===== config.mk =====
export PLATFORM = sky130hd
export DESIGN_NAME = dmem_access_ctrl
export DESIGN_NICKNAME = d
export VERILOG_FILES = /design/src/rtl/dmem_access_ctrl.sv
export SDC_FILE = /design/constraint.sdc
export NUM_CORES = 1
export LEC_CHECK = 0
export ABC_AREA = 0
export ABC_CLOCK_PERIOD_IN_PS = 4560
export CAP_MARGIN = 20
export CORE_AREA = 5 5 106 148
export DETAILED_ROUTE_END_ITERATION = 6
export DIE_AREA = 0 0 111 153
export HOLD_SLACK_MARGIN = 0.1
export PLACE_DENSITY = 0.93
export SETUP_SLACK_MARGIN = 0.4
export SYNTH_ARGS = -nofsm -noshare
export SYNTH_HDL_FRONTEND = slang
export SYNTH_SLANG_ARGS = --single-unit
export TNS_END_PERCENT = 1

===== constraint.sdc =====
create_clock -name clk -period 4.56 [get_ports clk]
set_input_delay 0.912 -clock clk [delete_from_list [all_inputs] [get_ports clk]]
set_output_delay 0.912 -clock clk [all_outputs]
set_load 0.05 [all_outputs]

===== src/rtl/dmem_access_ctrl.sv =====
// dmem_access_ctrl: sequences core load/store requests onto a byte-wide synchronous
// data memory, one byte per cycle, little-endian, with sign/zero extension of loads.
module dmem_access_ctrl #(
    parameter int MEM_BYTES = 4096,
    parameter int ADDR_W    = 32
) (
    input  logic              clk,
    input  logic              rst_n,
    input  logic              req_valid,
    output logic              req_ready,
    input  logic              req_we,
    input  logic [1:0]        req_size,
    input  logic              req_signed,
    input  logic [ADDR_W-1:0] req_addr,
    input  logic [31:0]       req_wdata,
    output logic              resp_valid,
    input  logic              resp_ready,
    output logic [31:0]       resp_rdata,
    output logic              resp_err,
    output logic              mem_we,
    output logic [ADDR_W-1:0] mem_addr,
    output logic [31:0]       mem_wdata,
    input  logic [31:0]       mem_rdata
);

    typedef enum logic [1:0] {
        IDLE = 2'd0,
        XFER = 2'd1,
        CAPT = 2'd2,
        RESP = 2'd3
    } state_t;

    state_t            state_reg, state_next;
    logic              we_reg, we_next;
    logic [1:0]        size_reg, size_next;
    logic              signed_reg, signed_next;
    logic [ADDR_W-1:0] addr_reg, addr_next;
    logic [31:0]       wdata_reg, wdata_next;
    logic [2:0]        idx_reg, idx_next;
    logic [31:0]       asm_reg, asm_next;
    logic              err_reg, err_next;

    logic [2:0]        req_nbytes;
    logic [ADDR_W:0]   req_last;
    logic              req_bad;
    logic [2:0]        last_idx;
    logic [1:0]        cap_idx;
    logic [31:0]       asm_cap;
    logic [7:0]        wlane [4];
    logic [31:0]       ext_data;
    logic              unused_rdata_hi;

    assign unused_rdata_hi = ^mem_rdata[31:8];

    always_comb begin
        case (req_size)
            2'd0:    req_nbytes = 3'd1;
            2'd1:    req_nbytes = 3'd2;
            default: req_nbytes = 3'd4;
        endcase
    end

    // One extra address bit so a range check near the top of the address space cannot wrap.
    assign req_last = {1'b0, req_addr} + (ADDR_W+1)'(req_nbytes) - (ADDR_W+1)'(1);
    assign req_bad  = (req_size == 2'd3) || (req_last >= (ADDR_W+1)'(MEM_BYTES));

    always_comb begin
        case (size_reg)
            2'd0:    last_idx = 3'd0;
            2'd1:    last_idx = 3'd1;
            default: last_idx = 3'd3;
        endcase
    end

    // Memory returns the byte for the previous cycle's address, hence lane idx-1.
    assign cap_idx = idx_reg[1:0] - 2'd1;

    generate
        for (genvar gi = 0; gi < 4; gi++) begin : g_lane
            assign wlane[gi]             = wdata_reg[8*gi +: 8];
            assign asm_cap[8*gi +: 8]    = (cap_idx == 2'(gi)) ? mem_rdata[7:0]
                                                               : asm_reg[8*gi +: 8];
        end
    endgenerate

    always_comb begin
        case (size_reg)
            2'd0:    ext_data = {{24{signed_reg & asm_reg[7]}}, asm_reg[7:0]};
            2'd1:    ext_data = {{16{signed_reg & asm_reg[15]}}, asm_reg[15:0]};
            default: ext_data = asm_reg;
        endcase
    end

    always_comb begin
        state_next  = state_reg;
        we_next     = we_reg;
        size_next   = size_reg;
        signed_next = signed_reg;
        addr_next   = addr_reg;
        wdata_next  = wdata_reg;
        idx_next    = idx_reg;
        asm_next    = asm_reg;
        err_next    = err_reg;
        case (state_reg)
            IDLE: begin
                if (req_valid) begin
                    we_next     = req_we;
                    size_next   = req_size;
                    signed_next = req_signed;
                    addr_next   = req_addr;
                    wdata_next  = req_wdata;
                    idx_next    = 3'd0;
                    asm_next    = 32'd0;
                    err_next    = req_bad;
                    state_next  = req_bad ? RESP : XFER;
                end
            end
            XFER: begin
                idx_next = idx_reg + 3'd1;
                if (!we_reg && (idx_reg != 3'd0)) begin
                    asm_next = asm_cap;
                end
                if (idx_reg == last_idx) begin
                    state_next = we_reg ? RESP : CAPT;
                end
            end
            CAPT: begin
                asm_next   = asm_cap;
                state_next = RESP;
            end
            RESP: begin
                if (resp_ready) begin
                    state_next = IDLE;
                end
            end
            default: state_next = IDLE;
        endcase
    end

    always_ff @(posedge clk or negedge rst_n) begin
        if (!rst_n) begin
            state_reg  <= IDLE;
            we_reg     <= 1'b0;
            size_reg   <= 2'd0;
            signed_reg <= 1'b0;
            addr_reg   <= '0;
            wdata_reg  <= 32'd0;
            idx_reg    <= 3'd0;
            asm_reg    <= 32'd0;
            err_reg    <= 1'b0;
        end else begin
            state_reg  <= state_next;
            we_reg     <= we_next;
            size_reg   <= size_next;
            signed_reg <= signed_next;
            addr_reg   <= addr_next;
            wdata_reg  <= wdata_next;
            idx_reg    <= idx_next;
            asm_reg    <= asm_next;
            err_reg    <= err_next;
        end
    end

    // Outputs decode straight from the state register so reset silences the memory port at once.
    assign req_ready  = (state_reg == IDLE);
    assign resp_valid = (state_reg == RESP);
    assign resp_err   = (state_reg == RESP) && err_reg;
    assign resp_rdata = ((state_reg == RESP) && !we_reg && !err_reg) ? ext_data : 32'd0;
    assign mem_we     = (state_reg == XFER) && we_reg;
    assign mem_addr   = (state_reg == XFER) ? addr_reg + ADDR_W'(idx_reg) : '0;
    assign mem_wdata  = (state_reg == XFER) ? {24'd0, wlane[idx_reg[1:0]]} : 32'd0;

endmodule


==> impl_metrics.toml <==
[routing]
num_vias = 6679
routed_wl_um = 19800
drc = 0
first_iter_violations = 365
dr.pass1.iters = 5
drtAntennaViolNets = 0
avgRoutedWirePerCell_um = 16.4
vias_per_cell = 5.52

[cts]
cts.clk_slew.worst_paths_ns = 0.08
hold_buffers = 0
h-tree-depth = 3
clock_latency_ns = 0.34
cts.sinks = 106
root_buffer = "clkbuf_16"
cts_buffers = 9
tritoncts = "done"
cts_buffer_depth = 2

[layout]
final_cell_mix = "137 x clkdlybuf4s50_1, 129 x nand2_1, 106 x dfrtp_1"
nNetsFinal = 1167
syn_to_final_growth_pct = 29.2
post-route-util_pct = 67.3
diodes = 0
drive_gt1_share_pct = 11.4
layout_commonest_cell = "clkdlybuf4s50_1"
nFillCells = 1075

[run]
max-cap-violations = 0

[timing]
fin_crit_ns = 4.03
tightest_slew_ns = 1.04
rsz0062_at_grt = "yes"
finClkSkew_ns = 0.0119
setup_viol = 0
drv_slew = 0
finalCritPeriodShare_pct = 88.3
slew_headroom_pct = 30.2
hold_viol = 0
fmax_mhz = 248

[logic_synthesis]
ys_seq_area_share_pct = 35.8
synth_cell_types = 67
syn_area_mm2 = 0.00742
synth_edf_count = 0
synth_area_leaders = "dfrtp_1 36%, ha_1 7.6%, nand2_1 6.6%"
yosys.area.top_type_share_pct = 35.8
syn-mean-instance-area_um2 = 8.46
synth_area_leader_cell = "dfrtp_1"
async_reset_ff_share_pct = 100
ys_warn_count = 0
ys.flop_type = "dfrtp_1"
ys_ff_latch = 106
synth_cells = 877

[worst_setup_path]
crit_start = "idx_reg[2]"
r2r_slack_ns = 2.35
path_class = "reg2out"
rr_startpoint = "state_reg[0]"
cp-endpoint = "mem_addr[29]"
arrival_ns = 3.12
worst-r2r-cell-count = 5
worstReg2RegEnd = "addr_reg[3]"
cp.required_ns = 3.65
cp_max_fo = 6
crit_slowest_cell = "dfrtp_1"
path_cells = "ha_1 -> a21oi_1 -> nor3_2 -> and3_2 -> nor2b_2 -> and4_1 -> nor2b_2 -> nand3_1 -> xor2_1 -> nor2_2 -> buf_12"
cp-end-kind = "output port"
crit_top_cell = "nor2b_2"
start_kind = "register"
max_stage_delay_ns = 0.46

[global_route]
grt_usage_pct = 23.4
grt_start_max_net_pins = 104
first_global_vias = 6874
grt_first_pass_wirelength_um = 33000
antenna_found_initial = 0
overflow = 0

[floorplanning]
io_pins = 204
fp.dieW_um = 111
die_area_mm2 = 0.0170
core_area_mm2 = 0.0142
start_util_pct = 52.0
chipHeight_um = 153
placementRows = 52

[placed_design]
dp_hpwl_um = 15600
numPortBuffers = 155
place_congestion = 0.947

[min_path]
hp-class = "reg2reg"

[power]
power_mw = 5.56
p_leak_nw = 4.22
power_density_mw_per_mm2 = 580
peakVddDrop_uv = 317

[outcome]
status = "finished clean"
## worst max-delay path, delay by kind of cell (launching register included)
family          cells  cell delay, ns
compound gates      1            0.14
xor+xnor            1            0.17
fa+ha+maj           1            0.36
buf+inv             1            0.15
flops               1            0.46
simple gates        7            1.49
## how the worst min path moves through the flow
stage / slack, ns / to / start / cells after the start
floorplan: 0.44 / asm_reg[0] / asm_reg[0] / 2
global placement: 0.45 / asm_reg[11] / asm_reg[11] / 2
detailed placement: 0.47 / asm_reg[3] / asm_reg[3] / 2
CTS: 0.49 / asm_reg[3] / asm_reg[3] / 2
global route: 0.51 / asm_reg[18] / asm_reg[18] / 2
finish: 0.48 / asm_reg[3] / asm_reg[3] / 2
## Yosys cell counts, types with 2 or more instances
cell / number
nand2_1: 130
dfrtp_1: 106
o21ai_0: 96
inv_1: 68
nor2_1: 63
a21oi_1: 59
ha_1: 45
mux2_2: 35
clkbuf_1: 32
buf_4: 24
xor2_1: 23
nand3_1: 22
and2_1: 21
xnor2_1: 19
a21o_1: 12
nand4_1: 12
mux4_2: 8
nor3_1: 7
o21ai_1: 7
or3_1: 7
and3_1: 6
buf_2: 6
a211oi_1: 4
a31oi_1: 3
a41oi_1: 3
nand2b_1: 3
nor2b_1: 3
o211ai_1: 3
o22ai_1: 3
a2111oi_1: 2
a22oi_1: 2
and4_1: 2
fa_1: 2
mux2i_1: 2
nor3b_1: 2
o211a_1: 2
o31ai_1: 2
or2_2: 2
## cells by family (layout without fill, tap and decap cells)
kind of cell / Yosys count / after routing / synth area share [%]
flops: 106 / 106 / 35.8
mux: 45 / 45 / 8.01
xor+xnor: 42 / 42 / 4.96
compound gates: 218 / 218 / 17.5
fa+ha+maj: 47 / 47 / 8.13
buf+inv: 131 / 252 / 8.05
simple gates: 287 / 287 / 17.6
other cells: 1 / 24 / 0.0506
## report_power, final
| part | switching (mW) | internal (mW) |
|---|---|---|
| Sequential | 0.369 | 1.37 |
| Clock | 0.376 | 0.402 |
| Combinational | 1.87 | 1.17 |
## cell type report
cell class                      instances  area, um2  share of cell area, %
Multi-Input combinational cell        663       4370                   45.6
Timing Repair Buffer                  168       1760                   18.4
Inverter                               68        255                   2.66
Sequential cell                       106       2650                   27.7
Tap cell                              189        236                   2.47
Clock buffer                           10        239                   2.49
Clock inverter                          6       67.6                  0.705
## timing repair
action / 4_1_cts / 5_1_grt
gates resized for setup: 5 / 22
setup buffers: 0 / 1
setup endpoints to repair: 11 / 12
pin swaps: 0 / 10
## metrics by stage
stage	hold slack [ns]	cells	setup slack (ns)	setup TNS, ns	instance area [um2]
detailed placement	0.468	1193	-0.137	-0.268	9160
global route	0.509	1210	0.309	0	9580
finish	0.477	1210	0.533	0	9580
floorplan	0.442	900	0.651	0	7500
CTS	0.486	1209	0.230	0	9480
global placement	0.455	1193	-0.0630	-0.116	9160
## per-layer routing
| metal | share of wire (%) | global-route usage (%) | wire, um | up-vias |
|---|---|---|---|---|
| met4 | 4.2 | 10.6 | 833 | 0 |
| met5 | 0 | 0 | 0 | - |
| met3 | 4.7 | 2.85 | 937 | 58 |
| met1 | 36 | 25.2 | 7200 | 3138 |
| li1 | - | - | - | 3253 |
| met2 | 55 | 44.9 | 10800 | 230 |
Power figures use the tool's default switching activity.
